==> src/rtl/operand_collect_stage.sv <==
// Operand collect stage: holds one issued instruction, resolves rs/rt per byte lane
// from forwarding sources, write-back and register file, and interlocks on blocked producers.
module operand_collect_stage #(
    parameter int unsigned PAY_WD = 64,
    parameter int unsigned DATA_W = 32,
    parameter int unsigned NFWD   = 3,
    parameter int unsigned FWD_EN = 1
) (
    input  logic                          clk,
    input  logic                          reset,
    input  logic                          in_valid,
    output logic                          in_allowin,
    input  logic [PAY_WD-1:0]             in_pay,
    input  logic [4:0]                    in_rs,
    input  logic [4:0]                    in_rt,
    input  logic                          in_use_rs,
    input  logic                          in_use_rt,
    output logic                          out_valid,
    input  logic                          out_allowin,
    output logic [PAY_WD-1:0]             out_pay,
    output logic [DATA_W-1:0]             rs_value,
    output logic [DATA_W-1:0]             rt_value,
    output logic [4:0]                    rf_raddr1,
    output logic [4:0]                    rf_raddr2,
    input  logic [DATA_W-1:0]             rf_rdata1,
    input  logic [DATA_W-1:0]             rf_rdata2,
    input  logic [DATA_W/8-1:0]           wb_we,
    input  logic [4:0]                    wb_dest,
    input  logic [DATA_W-1:0]             wb_data,
    input  logic [NFWD*(DATA_W/8)-1:0]    fwd_we,
    input  logic [NFWD*5-1:0]             fwd_dest,
    input  logic [NFWD*DATA_W-1:0]        fwd_data,
    input  logic [NFWD-1:0]               fwd_blk,
    input  logic                          flush,
    output logic [15:0]                   stall_cnt
);

    localparam int unsigned BYTES = DATA_W / 8;

    logic              valid;
    logic [PAY_WD-1:0] pay_q;
    logic [4:0]        rs_q;
    logic [4:0]        rt_q;
    logic              use_rs_q;
    logic              use_rt_q;

    logic [DATA_W-1:0] opnd [2];
    logic [1:0]        hazard;
    logic              ready_go;
    logic              load;

    // Per-source lane resolution and hazard detection (p=0: rs, p=1: rt).
    always_comb begin : resolve
        logic [4:0]        src;
        logic              used;
        logic [DATA_W-1:0] rf_data;
        logic [7:0]        lane;
        logic              covered;
        logic [4:0]        dest;
        logic [BYTES-1:0]  we;

        opnd    = '{default: '0};
        hazard  = '0;
        src     = '0;
        used    = 1'b0;
        rf_data = '0;
        lane    = '0;
        covered = 1'b0;
        dest    = '0;
        we      = '0;

        for (int p = 0; p < 2; p++) begin
            src     = (p == 0) ? rs_q : rt_q;
            used    = (p == 0) ? use_rs_q : use_rt_q;
            rf_data = (p == 0) ? rf_rdata1 : rf_rdata2;

            for (int b = 0; b < int'(BYTES); b++) begin
                lane = rf_data[b*8 +: 8];
                if (wb_we[b] && wb_dest == src)
                    lane = wb_data[b*8 +: 8];
                // Walk oldest to youngest so the youngest matching source wins.
                if (FWD_EN != 0) begin
                    for (int i = int'(NFWD) - 1; i >= 0; i--) begin
                        if (fwd_we[i*int'(BYTES) + b] && fwd_dest[i*5 +: 5] == src)
                            lane = fwd_data[i*int'(DATA_W) + b*8 +: 8];
                    end
                end
                opnd[p][b*8 +: 8] = (src == 5'd0) ? 8'd0 : lane;
            end

            // A blocked producer is harmless once a younger source fully rewrites the register.
            covered = 1'b0;
            for (int i = 0; i < int'(NFWD); i++) begin
                dest = fwd_dest[i*5 +: 5];
                we   = fwd_we[i*int'(BYTES) +: BYTES];
                if (dest == src) begin
                    if (fwd_blk[i] && !covered)
                        hazard[p] = 1'b1;
                    if (FWD_EN == 0 && (|we))
                        hazard[p] = 1'b1;
                    if (&we)
                        covered = 1'b1;
                end
            end
            if (!used || src == 5'd0)
                hazard[p] = 1'b0;
        end
    end

    assign ready_go   = ~|hazard;
    assign in_allowin = reset || !valid || flush || (ready_go && out_allowin);
    assign out_valid  = valid && ready_go && !flush && !reset;
    assign load       = in_valid && in_allowin;

    assign out_pay   = pay_q;
    assign rf_raddr1 = rs_q;
    assign rf_raddr2 = rt_q;
    assign rs_value  = opnd[0];
    assign rt_value  = opnd[1];

    // Entry valid bit and saturating stall counter.
    always_ff @(posedge clk) begin
        if (reset) begin
            valid     <= 1'b0;
            stall_cnt <= 16'd0;
        end else begin
            if (load)
                valid <= 1'b1;
            else if (flush || (ready_go && out_allowin))
                valid <= 1'b0;
            if (valid && !ready_go && stall_cnt != 16'hFFFF)
                stall_cnt <= stall_cnt + 16'd1;
        end
    end

    // Held payload and source fields carry no reset.
    always_ff @(posedge clk) begin
        if (load) begin
            pay_q    <= in_pay;
            rs_q     <= in_rs;
            rt_q     <= in_rt;
            use_rs_q <= in_use_rs;
            use_rt_q <= in_use_rt;
        end
    end

endmodule
==> config.mk <==
export PLATFORM = sky130hd
export DESIGN_NAME = operand_collect_stage
export DESIGN_NICKNAME = d
export VERILOG_FILES = /design/src/rtl/operand_collect_stage.sv
export SDC_FILE = /design/constraint.sdc
export NUM_CORES = 1
export LEC_CHECK = 0
export CAP_MARGIN = 25
export CELL_PAD_IN_SITES_DETAIL_PLACEMENT = 0
export CELL_PAD_IN_SITES_GLOBAL_PLACEMENT = 2
export CORE_MARGIN = 1
export CORE_UTILIZATION = 17
export DETAILED_ROUTE_END_ITERATION = 10
export GPL_TIMING_DRIVEN = 1
export PLACE_DENSITY_LB_ADDON = 0.1
export SLEW_MARGIN = 30
export SYNTH_ARGS = -nofsm -noshare
export SYNTH_HDL_FRONTEND = slang
export SYNTH_SLANG_ARGS = --single-unit
==> constraint.sdc <==
create_clock -name clk -period 4.8 [get_ports clk]
set_clock_uncertainty 0.2 [all_clocks]
set_input_delay 1.2 -clock clk [delete_from_list [all_inputs] [get_ports clk]]
set_output_delay 1.2 -clock clk [all_outputs]
set_load 0.05 [all_outputs]
# == After elaboration in Yosys (flattened, before gate mapping) ==
# Index checks and enable logic that the tools add are counted.
# Widths: inputs -> output; s select.
# word_totals
regBits,93
inputBits,312
word_cells,144
# classes
addsub,1
eq_ne,9
muxes,62
n_reduce_logical,65
# op_table
op,count
$mux 8,40
$logic_and 1x1->1,43
$eq 5x5->1,8
$mux 1,22
$add 16x1->16 const B,1
$ne 16x16->1 const B,1
$logic_not 1->1,10
$logic_not 5->1,2
$reduce_and 4->1,2
$logic_or 1x1->1,6
$reduce_bool 2->1,1
$reduce_or 2->1,1

# == Logic depth before layout (Yosys ltp) ==
# Gate-level depths: netlist of the first run.
# depth
ltp_word,16
mapped_depth,10

# == Worst setup path after synthesis of the first run ==
# No wires, ideal clock.
# synth_timing
path_kind,input port to flip-flop
startpoint,input port fwd_dest[7]
endpoint,register pay_q[0] (netlist: out_pay[0]) (enable)
t_arrival_ns,4.510
required_ns,4.158
path_slack_ns,-0.353
cell_stages,7
path_buffers,0
path_cell_list,xor2_1 nor3_2 nand3_1 a222oi_1 o22a_2 a21o_2 and2_1
# synth_between
elab_chain_len,12
# synth_lines
element,line_no,source
start: declaration,31,"input logic [NFWD*5-1:0] fwd_dest,"
$eq 5x5->1,96,if (dest == src) begin
$mux 1,96,
$logic_not 1->1,97,if (fwd_blk[i] && !covered)
$logic_and 1x1->1,97,
$mux 1,97,
$mux 1,96,
$mux 1,105,if (!used || src == 5'd0)
$reduce_or 2->1 *,110,assign ready_go = ~|hazard;
$logic_not 1->1 *,110,
$logic_and 1x1->1 *,111,assign in_allowin = reset || !valid || flush || (ready_go && out_allowin);
$logic_or 1x1->1 *,111,
net in_allowin,12,"output logic in_allowin,"
$logic_and 1x1->1 *,113,assign load = in_valid && in_allowin;
net load,50,logic load;
end signal: assignment,139,pay_q <= in_pay;
end: declaration,41,logic [PAY_WD-1:0] pay_q;
# Mark *: on every way through the listed nets, which the timed path passes. The rest lies on a longest branch.
# A chain may end at the register's enable or synchronous reset.

# == Worst setup path after layout of the first run ==
# layout_timing
startpoint,input port fwd_dest[7]
endpoint,output port out_valid
# layout_between
elab_chain_len,12
# layout_lines
element,line_no,source
$eq 5x5->1,96,
$mux 1,96,
$logic_not 1->1,97,
$logic_and 1x1->1,97,
$mux 1,97,
$mux 1,96,
$mux 1,105,
$reduce_or 2->1 *,110,
$logic_not 1->1 *,110,
$logic_and 1x1->1 * (3 in a row),112,assign out_valid = valid && ready_go && !flush && !reset;
end: declaration,18,"output logic out_valid,"
# Every way passes the cells marked *; elsewhere a longest branch is shown, timed or not.

==> flow_summary.json, run 1 <==
{
  "clk_path_buf_depth": 2,
  "utilization": 0.377,
  "cts_max_level": 3,
  "cp.required_ns": 3.40,
  "slew_headroom": 0.468,
  "ios": 468,
  "synth.yosys.seq_area_share": 0.395,
  "synth_edf_count": 76,
  "crit_type": "primary input to output pin",
  "grt_pass1_vias": 8137,
  "vdd_ir_drop_max_mv": 0.282,
  "core_region_area_sq_mm": 0.0380,
  "hold_viol": 0,
  "portBuffers": 467,
  "gp_congestion": 0.838,
  "clockRootBuffer": "clkbuf_16",
  "start_util": 0.174,
  "max_cap_violations": 0,
  "dp_hpwl_mm": 30.0,
  "antenna_found_initial": 6,
  "grt_first_pass_wirelength_mm": 51.5,
  "area_growth_pct": 116,
  "drt_iter0_markers": 255,
  "rows": 71,
  "cts_tree": "yes",
  "ys_warn_count": 0,
  "finalSetupViolCount": 0,
  "crit_path_start_kind": "primary input",
  "synth_cell_types": 44,
  "synth.net_count": 1045,
  "leakage_nw": 5.72,
  "die_x_um": 200,
  "yosys-top-cells-area": "edfxtp_1, a211oi_1, mux2i_1, nor2_1, dfxtp_1",
  "crit_arrival_ns": 3.30,
  "regArea_sq_mm": 0.00262,
  "detail_route.wl_per_cell_um": 21.0,
  "tightestPinTransition_ns": 0.791,
  "maxSlewViolCount": 0,
  "multi_input_area_sq_mm": 0.00441,
  "cp_max_fo": 6,
  "drc_errors": 0,
  "yosys.area.top_type": "edfxtp_1",
  "max_freq_mhz": 213,
  "period_minus_slack_ns": 4.70,
  "critPathTopFamily": "buffers and inverters",
  "synth_top_area_share": 0.344,
  "cpMaxStageDelayCell": "clkdlybuf4s50_1",
  "clk_pin_slew_ns": 0.07,
  "grt_max_degree": 77,
  "drive_gt1_frac": 0.252,
  "grt_overflow": 0,
  "netlist_area_sq_mm": 0.00663,
  "critPathBufInv": 5,
  "synth_cells": 732,
  "syn_avg_cell_area_sq_um": 9.06,
  "post-route-period-util": 0.978,
  "firstDrtPassIters": 4,
  "fillers": 3850,
  "crit_path_max_incr_delay_ns": 0.51,
  "die_area_sq_mm": 0.0398,
  "hold_path.class": "flip-flop to flip-flop",
  "synth_seq_cells": 93,
  "cellPowerDensity_mw_per_mm2": 209,
  "cp_common_cell": "buf_4",
  "power_w": 0.00300,
  "clkSinkCount": 93,
  "fin_cells": 1754,
  "routed_wl_mm": 36.8,
  "grt.total_usage": 0.176,
  "via_per_inst": 4.34,
  "async_flop_share": 0,
  "clkLatencyLatePin_ns": 0.35,
  "ys.flop_type": "edfxtp_1",
  "ant_nets": 0,
  "final_nets": 1546,
  "path_cells": "clkdlybuf4s50_1 > xor2_1 > nor3_2 > buf_4 > and2_1 > a222oi_1 > buf_4 > buf_4 > o22ai_1 > nor2_1 > buf_6",
  "die_h_um": 200,
  "cts-buffers-inserted": 9,
  "status": "completed",
  "holdBufCountCts": 0,
  "num_vias": 7621,
  "cp-end-kind": "output pin",
  "placed_cells": 1723
}
## tightest hold or removal path: stages, from the launching register on
cell and delay, ns:
dfxtp_1 0.34, o41ai_1 0.07, a21oi_1 0.05
## registers in the layout, indices dropped and copies added, names as in the netlist
register,count
stall_cnt,16
rf_raddr1,5
rf_raddr2,5
valid,1
out_pay,64
use_rs_q,1
resolve.used,1
## synth_stat cells (2+ instances only)
cell      instances
xnor2_1           3
dfxtp_1          17
a211o_1           2
nor3b_1           2
nor3_2            4
clkbuf_1         35
nor2b_1           2
buf_1             6
buf_4             2
nor3_1           68
mux2i_1          65
nand3_2           8
o21ai_0          12
a211oi_1        128
and3_1           12
edfxtp_1         76
mux2_2            2
a21oi_1          11
o22a_2            2
buf_2             5
and2_1           12
or3_1             9
and4_1            2
a221oi_2          2
nand3_1          17
a21o_1            2
nand4_1           4
inv_1             4
nand2_1          15
o22ai_1           2
nor2_1          148
buf_6             6
xor2_1           36
## per-stage QoR
step                       TNS, ns  hold WS, ns  setup WS, ns  instance area, sq um
final                            0        0.301         0.104                 14300
after global routing      -0.00112        0.353      -0.00112                 14300
after CTS                 -0.00370        0.303      -0.00370                 14000
after detailed placement    -13.33        0.296        -0.295                 13500
after global placement      -10.61        0.283        -0.284                 13500
after floorplan                  0        0.413         0.102                  6950
## repair_timing
item | 4_1_cts | 5_1_grt
setup buffers | 0 | 7
pin swaps | 46 | 16
gates resized for setup | 44 | 48
setup endpoints to repair | 65 | 64
gates cloned | 0 | 2
## final timing paths
kind	end	depth (start not counted)	slack [ns]	from
setup / recovery	out_valid	11	0.10	fwd_dest[7]
hold / removal	stall_cnt[15]$_SDFFE_PP0P_	2	0.30	stall_cnt[15]$_SDFFE_PP0P_
setup reg to reg	out_pay[38]$_DFFE_PP_	8	1.32	rf_raddr2[1]$_DFFE_PP_
hold reg to reg	stall_cnt[15]$_SDFFE_PP0P_	2	0.30	stall_cnt[15]$_SDFFE_PP0P_
## cell families (layout without fill, tap and decap cells)
family,Yosys count,in the layout,synth area share
xor+xnor,39,39,0.0515
simple gates,307,307,0.224
other cells,0,5,0
compound gates,165,165,0.182
fa+ha+maj,1,1,0.00189
buf+inv,59,565,0.0423
mux,68,68,0.103
flops,93,93,0.395
## cells in the final DEF (no fill, tap or decap), types with 5 or more instances in the layout
| master | netlist | layout |
|---|---|---|
| a211oi_1 | 128 | 79 |
| a211oi_2 | 0 | 47 |
| a21oi_1 | 11 | 11 |
| and2_1 | 12 | 8 |
| and3_1 | 12 | 10 |
| buf_12 | 0 | 88 |
| buf_4 | 2 | 46 |
| clkbuf_16 | 0 | 14 |
| clkdlybuf4s50_1 | 0 | 390 |
| dfxtp_1 | 17 | 17 |
| diode_2 | 0 | 5 |
| dlymetal6s2s_1 | 0 | 7 |
| edfxtp_1 | 76 | 76 |
| mux2i_1 | 65 | 65 |
| nand2_1 | 15 | 12 |
| nand3_1 | 17 | 16 |
| nand3_2 | 8 | 6 |
| nor2_1 | 148 | 142 |
| nor3_2 | 4 | 70 |
| o21ai_0 | 12 | 12 |
| or3_1 | 9 | 9 |
| xor2_1 | 36 | 35 |
## layout make-up
cell class	count	area share
sequential	93	0.183
clock inverter	7	0.00515
clock buffer	9	0.0157
multi-input combinational	580	0.308
antenna	5	0.000873
tap	511	0.0446
inverter	5	0.00131
timing repair buffer	544	0.441
## report_power, final
part	switching, W	internal (W)	total [W]	leakage (nW)
clock	0.000317	0.000406	0.000723	0.141
sequential	0.0000244	0.000917	0.000942	0.879
combinational	0.000678	0.000659	0.00134	4.70
## routing by layer
metal | up-vias | part of all wire | global-route usage
li1 | 3768 | - | -
met1 | 3529 | 0.41 | 0.211
met2 | 290 | 0.50 | 0.309
met3 | 30 | 0.079 | 0.0469
met4 | 4 | 0.014 | 0.0421
met5 | - | 0.00092 | 0
(Power assumes the default switching activity.)
==> run 2: changes to the inputs <==
--- a/config.mk
+++ b/config.mk
@@ -9,10 +9,11 @@
 export CELL_PAD_IN_SITES_DETAIL_PLACEMENT = 0
 export CELL_PAD_IN_SITES_GLOBAL_PLACEMENT = 2
 export CORE_MARGIN = 1
-export CORE_UTILIZATION = 17
+export CORE_UTILIZATION = 19
 export DETAILED_ROUTE_END_ITERATION = 10
 export GPL_TIMING_DRIVEN = 1
 export PLACE_DENSITY_LB_ADDON = 0.1
+export SKIP_LAST_GASP = 1
 export SLEW_MARGIN = 30
 export SYNTH_ARGS = -nofsm -noshare
 export SYNTH_HDL_FRONTEND = slang
==> constraint.sdc (replaced) <==
create_clock -name clk -period 4.7 [get_ports clk]
set_clock_uncertainty 0.2 [all_clocks]
set_input_delay 1.175 -clock clk [delete_from_list [all_inputs] [get_ports clk]]
set_output_delay 1.175 -clock clk [all_outputs]
set_load 0.05 [all_outputs]
==> run 2 against run 1 <==
  * Clock power rose by 3.7%
  * Global-route usage rose by 1.8 points
  * Via count rose by 2.6%
  * Sequential power rose by 2.2%
  * Power rose by 2.2%
  * First-iteration DRC count fell by 7.5%
  * Critical endpoint unchanged
  * Largest power group unchanged
==> flow_summary.json, run 2 (synthesis results as in run 1) <==
{
  "cts_tree": "yes",
  "r2r-start": "rf_raddr1[0]$_DFFE_PP_",
  "cts_max_level": 3,
  "dpl-instance-area_sq_mm": 0.0134,
  "layout_commonest_cell": "clkdlybuf4s50_1",
  "cp-end-kind": "output pin",
  "r2r_cells": 10,
  "max_cap_violations": 0,
  "drc_errors": 0,
  "maxSlewViolCount": 0,
  "portBuffers": 467,
  "leakage_nw": 5.83,
  "num_vias": 7817,
  "cpMaxStageDelayCell": "clkdlybuf4s50_1",
  "dp_hpwl_mm": 29.0,
  "crit_arrival_ns": 3.23,
  "post-route-period-util": 0.981,
  "ios": 468,
  "firstDrtPassIters": 5,
  "hold_path_depth": 2,
  "period_minus_slack_ns": 4.61,
  "clk_pin_slew_ns": 0.06,
  "slew_headroom": 0.576,
  "tightestPinTransition_ns": 0.630,
  "routed_wl_mm": 35.6,
  "die_h_um": 189,
  "die_x_um": 189,
  "clkLatencyLatePin_ns": 0.35,
  "path_cells": "clkdlybuf4s50_1 > xor2_1 > nor2_2 > and2_1 > a222oi_1 > buf_4 > o22ai_1 > nor2_1 > buf_12",
  "final_area_sq_mm": 0.0144,
  "critPathTopFamily": "buffers and inverters",
  "clk_path_buf_depth": 2,
  "min-delay-start": "stall_cnt[15]$_SDFFE_PP0P_",
  "post-place-ws_ns": -0.267,
  "vdd_ir_drop_max_mv": 0.287,
  "detail_route.wl_per_cell_um": 20.8,
  "fin_cells": 1712,
  "clockRootBuffer": "clkbuf_16",
  "final_cell_mix": "clkdlybuf4s50_1, nor2_1, buf_12, edfxtp_1, a211oi_2",
  "hold_path.class": "flip-flop to flip-flop",
  "hold_viol": 0,
  "cp_num_cells": 9,
  "core_region_area_sq_mm": 0.0345,
  "largest_reg_flops": 64,
  "drt_iter0_markers": 236,
  "placed_cells": 1663,
  "grt_max_degree": 33,
  "startpoint": "fwd_dest[5]",
  "clkSinkCount": 93,
  "cts-buffers-inserted": 9,
  "rows": 68,
  "max_freq_mhz": 217,
  "cellPowerDensity_mw_per_mm2": 212,
  "ant_nets": 0,
  "final_nets": 1555,
  "antenna_found_initial": 12,
  "via_per_inst": 4.57,
  "status": "completed",
  "crit_path_start_kind": "primary input",
  "grt_pass1_vias": 8074,
  "grt_first_pass_wirelength_mm": 51.3,
  "rsz0062_at_grt": "no",
  "crit_type": "primary input to output pin",
  "finalSetupViolCount": 0,
  "grt_overflow": 0,
  "cp.required_ns": 3.32,
  "drive_gt1_frac": 0.277,
  "gp_congestion": 0.883,
  "crit_path_max_incr_delay_ns": 0.51,
  "start_util": 0.192,
  "worst_slack_ns": 0.0915,
  "area_growth_pct": 118,
  "fillers": 3365,
  "grt.total_usage": 0.193,
  "die_area_sq_mm": 0.0357,
  "critPathBufInv": 3,
  "cp_max_fo": 4
}
## run 2: timing repair
item                                    CTS  global route
endpoints found under the setup margin   65            66
hold buffers                              0             0
pin swaps                                85            25
resized for setup                        75            47
buffers inserted                          4            15
cloned                                    1             3
## run 2: per-stage QoR
stage / util / hold WS, ns / setup TNS (ns) / total power (W)
after floorplan: - / 0.413 / 0 / 0.00156
after global placement: 0.390 / 0.294 / -8.84 / 0.00230
after detailed placement: 0.390 / 0.293 / -8.22 / 0.00230
after CTS: 0.408 / 0.305 / 0 / 0.00308
after global routing: 0.419 / 0.346 / 0 / 0.00319
final: 0.419 / 0.302 / 0 / 0.00307
## run 2: final cells by class
type	instances	area [sq um]	area share
sequential	93	2620	0.182
clock buffer	10	229	0.0159
timing repair buffer	553	6390	0.442
antenna	10	25.0	0.00173
clock inverter	6	76.3	0.00528
tap	455	569	0.0394
inverter	5	18.8	0.00130
multi-input combinational	580	4510	0.312
## run 2: per-layer routing
metal,up-vias,global-route usage,routed length (um)
li1,3795,-,-
met1,3645,0.211,13500
met2,321,0.347,18200
met3,50,0.0639,3040
met4,6,0.0673,804
met5,-,0,45
## run 2: final timing paths
kind	endpoint	slack, ns
min	stall_cnt[15]$_SDFFE_PP0P_	0.30
max	out_valid	0.09
min reg2reg	stall_cnt[15]$_SDFFE_PP0P_	0.30
max reg2reg	out_pay[31]$_DFFE_PP_	1.40
## run 2: worst min-delay path, delay by kind of cell, from the launching register on
kind           cells  cell delay, ns
AO/OA/AOI/OAI      2            0.12
flip-flops         1            0.33
## run 2: power by group
group / switching, W / internal, W / total [W]
registers: 0.0000260 / 0.000937 / 0.000963
logic: 0.000686 / 0.000668 / 0.00135
clock network: 0.000327 / 0.000423 / 0.000750
==> run 3: changes to the inputs <==
--- a/config.mk
+++ b/config.mk
@@ -13,6 +13,7 @@
 export DETAILED_ROUTE_END_ITERATION = 10
 export GPL_TIMING_DRIVEN = 1
 export PLACE_DENSITY_LB_ADDON = 0.1
+export REMOVE_ABC_BUFFERS = 1
 export SKIP_LAST_GASP = 1
 export SLEW_MARGIN = 30
 export SYNTH_ARGS = -nofsm -noshare
==> constraint.sdc (replaced) <==
create_clock -name clk -period 4.8 [get_ports clk]
set_clock_uncertainty 0.2 [all_clocks]
set_input_delay 1.2 -clock clk [delete_from_list [all_inputs] [get_ports clk]]
set_output_delay 1.2 -clock clk [all_outputs]
set_load 0.05 [all_outputs]
==> run 3 against run 2 <==
  * Setup slack better by 0.033 ns
  * Largest power group unchanged
  * Critical path depth unchanged
  * Global-route usage up 0.49 points
  * Clock-buffer cell count unchanged
  * Critical endpoint is now in_allowin
  * Combinational power about the same
==> flow_summary.json, run 3 (synthesis results as in run 1) <==
{
  "leakage_nw": 5.75,
  "routed_wl_mm": 36.7,
  "vdd_ir_drop_max_mv": 0.244,
  "clk_path_buf_depth": 2,
  "via_per_inst": 4.58,
  "gp_congestion": 0.864,
  "startpoint": "fwd_dest[9]",
  "dp_hpwl_mm": 29.1,
  "cts-buffers-inserted": 9,
  "wl_met2_mm": 18.4,
  "num_vias": 7884,
  "clkLatencyLatePin_ns": 0.34,
  "maxSlewViolCount": 0,
  "die_h_um": 189,
  "crit_type": "primary input to output pin",
  "die_x_um": 189,
  "max_cap_violations": 0,
  "r2r-start": "rf_raddr2[1]$_DFFE_PP_",
  "drt_iter0_markers": 295,
  "cpMaxStageDelayCell": "clkdlybuf4s50_1",
  "holdPathEnd": "stall_cnt[6]$_SDFFE_PP0P_",
  "hold_path_depth": 2,
  "hold_path.class": "flip-flop to flip-flop",
  "min-delay-start": "stall_cnt[6]$_SDFFE_PP0P_",
  "cp.required_ns": 3.40,
  "finalSetupViolCount": 0,
  "tightestPinTransition_ns": 0.699,
  "area_growth_pct": 115,
  "cts_tree": "yes",
  "tns_ns": 0,
  "met1Wirelength_mm": 14.4,
  "post-route-period-util": 0.974,
  "r2r-end": "rf_raddr1[0]$_DFFE_PP_",
  "start_util": 0.192,
  "largest_reg_flops": 64,
  "grt_overflow": 0,
  "crit_path_start_kind": "primary input",
  "holdWs_ns": 0.298,
  "rsz0062_at_grt": "no",
  "final_nets": 1568,
  "antenna_found_initial": 8,
  "crit_arrival_ns": 3.28,
  "slew_headroom": 0.530,
  "cp-end-kind": "output pin",
  "dr.max_layer_used": "met5",
  "grt.total_usage": 0.198,
  "final_cell_mix": "clkdlybuf4s50_1, nor2_1, a211oi_1, buf_12, edfxtp_1",
  "r2r_cells": 9,
  "grt_first_pass_wirelength_mm": 52.2,
  "drive_gt1_frac": 0.237,
  "max_freq_mhz": 214,
  "clockRootBuffer": "clkbuf_16",
  "period_minus_slack_ns": 4.68,
  "ant_nets": 0,
  "grt_pass1_vias": 8020,
  "cp_max_fo": 6,
  "clkSinkCount": 93,
  "clk_pin_slew_ns": 0.06,
  "detail_route.wl_per_cell_um": 21.4,
  "ff2ff_setup_slack_ns": 1.54,
  "portBuffers": 467,
  "die_area_sq_mm": 0.0357,
  "crit_path_max_incr_delay_ns": 0.45,
  "ios": 468,
  "hold_viol": 0,
  "core_region_area_sq_mm": 0.0345,
  "wl_met3_mm": 3.13,
  "dpl-instance-area_sq_mm": 0.0133,
  "drc_errors": 0,
  "final_area_sq_mm": 0.0143,
  "grt_max_degree": 47,
  "cts_max_level": 3,
  "status": "completed",
  "rows": 68,
  "cellPowerDensity_mw_per_mm2": 210,
  "path_cells": "clkdlybuf4s50_1 > xor2_1 > nor2_2 > nand3_1 > a222oi_1 > buf_4 > o22a_2 > a21o_2 > buf_8",
  "layout_commonest_cell": "clkdlybuf4s50_1",
  "firstDrtPassIters": 4
}
## run 3: layout make-up
type | count | area [sq um]
Fill cell | 3368 | 20200
Timing Repair Buffer | 566 | 6510
Multi-Input combinational cell | 580 | 4250
Sequential cell | 93 | 2620
Tap cell | 455 | 569
Clock buffer | 10 | 229
Clock inverter | 6 | 70.1
Inverter | 5 | 18.8
Antenna cell | 5 | 12.5
## run 3: per-layer routing
layer  track usage  up-vias
met3        0.0635       46
met5             0        -
li1              -     3827
met4        0.0608       10
met1         0.224     3674
met2         0.352      327
## run 3: how the worst max path moves through the flow
stage	slack, ns	endpoint
floorplan	-0.41	out_pay[0]$_DFFE_PP_
global placement	-0.19	rt_value[4]
detailed placement	-0.15	rs_value[26]
CTS	-0.03	rs_value[26]
global route	0.02	out_valid
finish	0.12	in_allowin
## run 3: repair_timing
item,4_1_cts,5_1_grt
setup endpoints to repair,65,66
hold buffers,0,0
resized for setup,48,75
cloned,0,2
setup buffers,2,5
pin swaps,29,29
## run 3: worst max-delay path, delay by kind of cell
kind,cells,cell delay (ns)
AOI/OAI and AO/OA,3,0.73
xor gates and xnor gates,1,0.18
buffers and inverters,3,0.80
and+or+nand+nor,2,0.37
## run 3: per-stage QoR
step           utilization  power [W]  std cells  worst slack, ns
3_3_place_gp         0.387    0.00226       1690           -0.190
4_1_cts              0.402    0.00301       1708          -0.0261
5_1_grt              0.414    0.00312       1716           0.0218
3_5_place_dp         0.387    0.00226       1690           -0.153
6_report             0.415    0.00300       1720            0.125
2_1_floorplan            -    0.00148        678           -0.410
## run 3: power by group
| part | internal, W | switching, W |
|---|---|---|
| clock | 0.000408 | 0.000308 |
| combinational | 0.000673 | 0.000666 |
| sequential | 0.000917 | 0.0000266 |
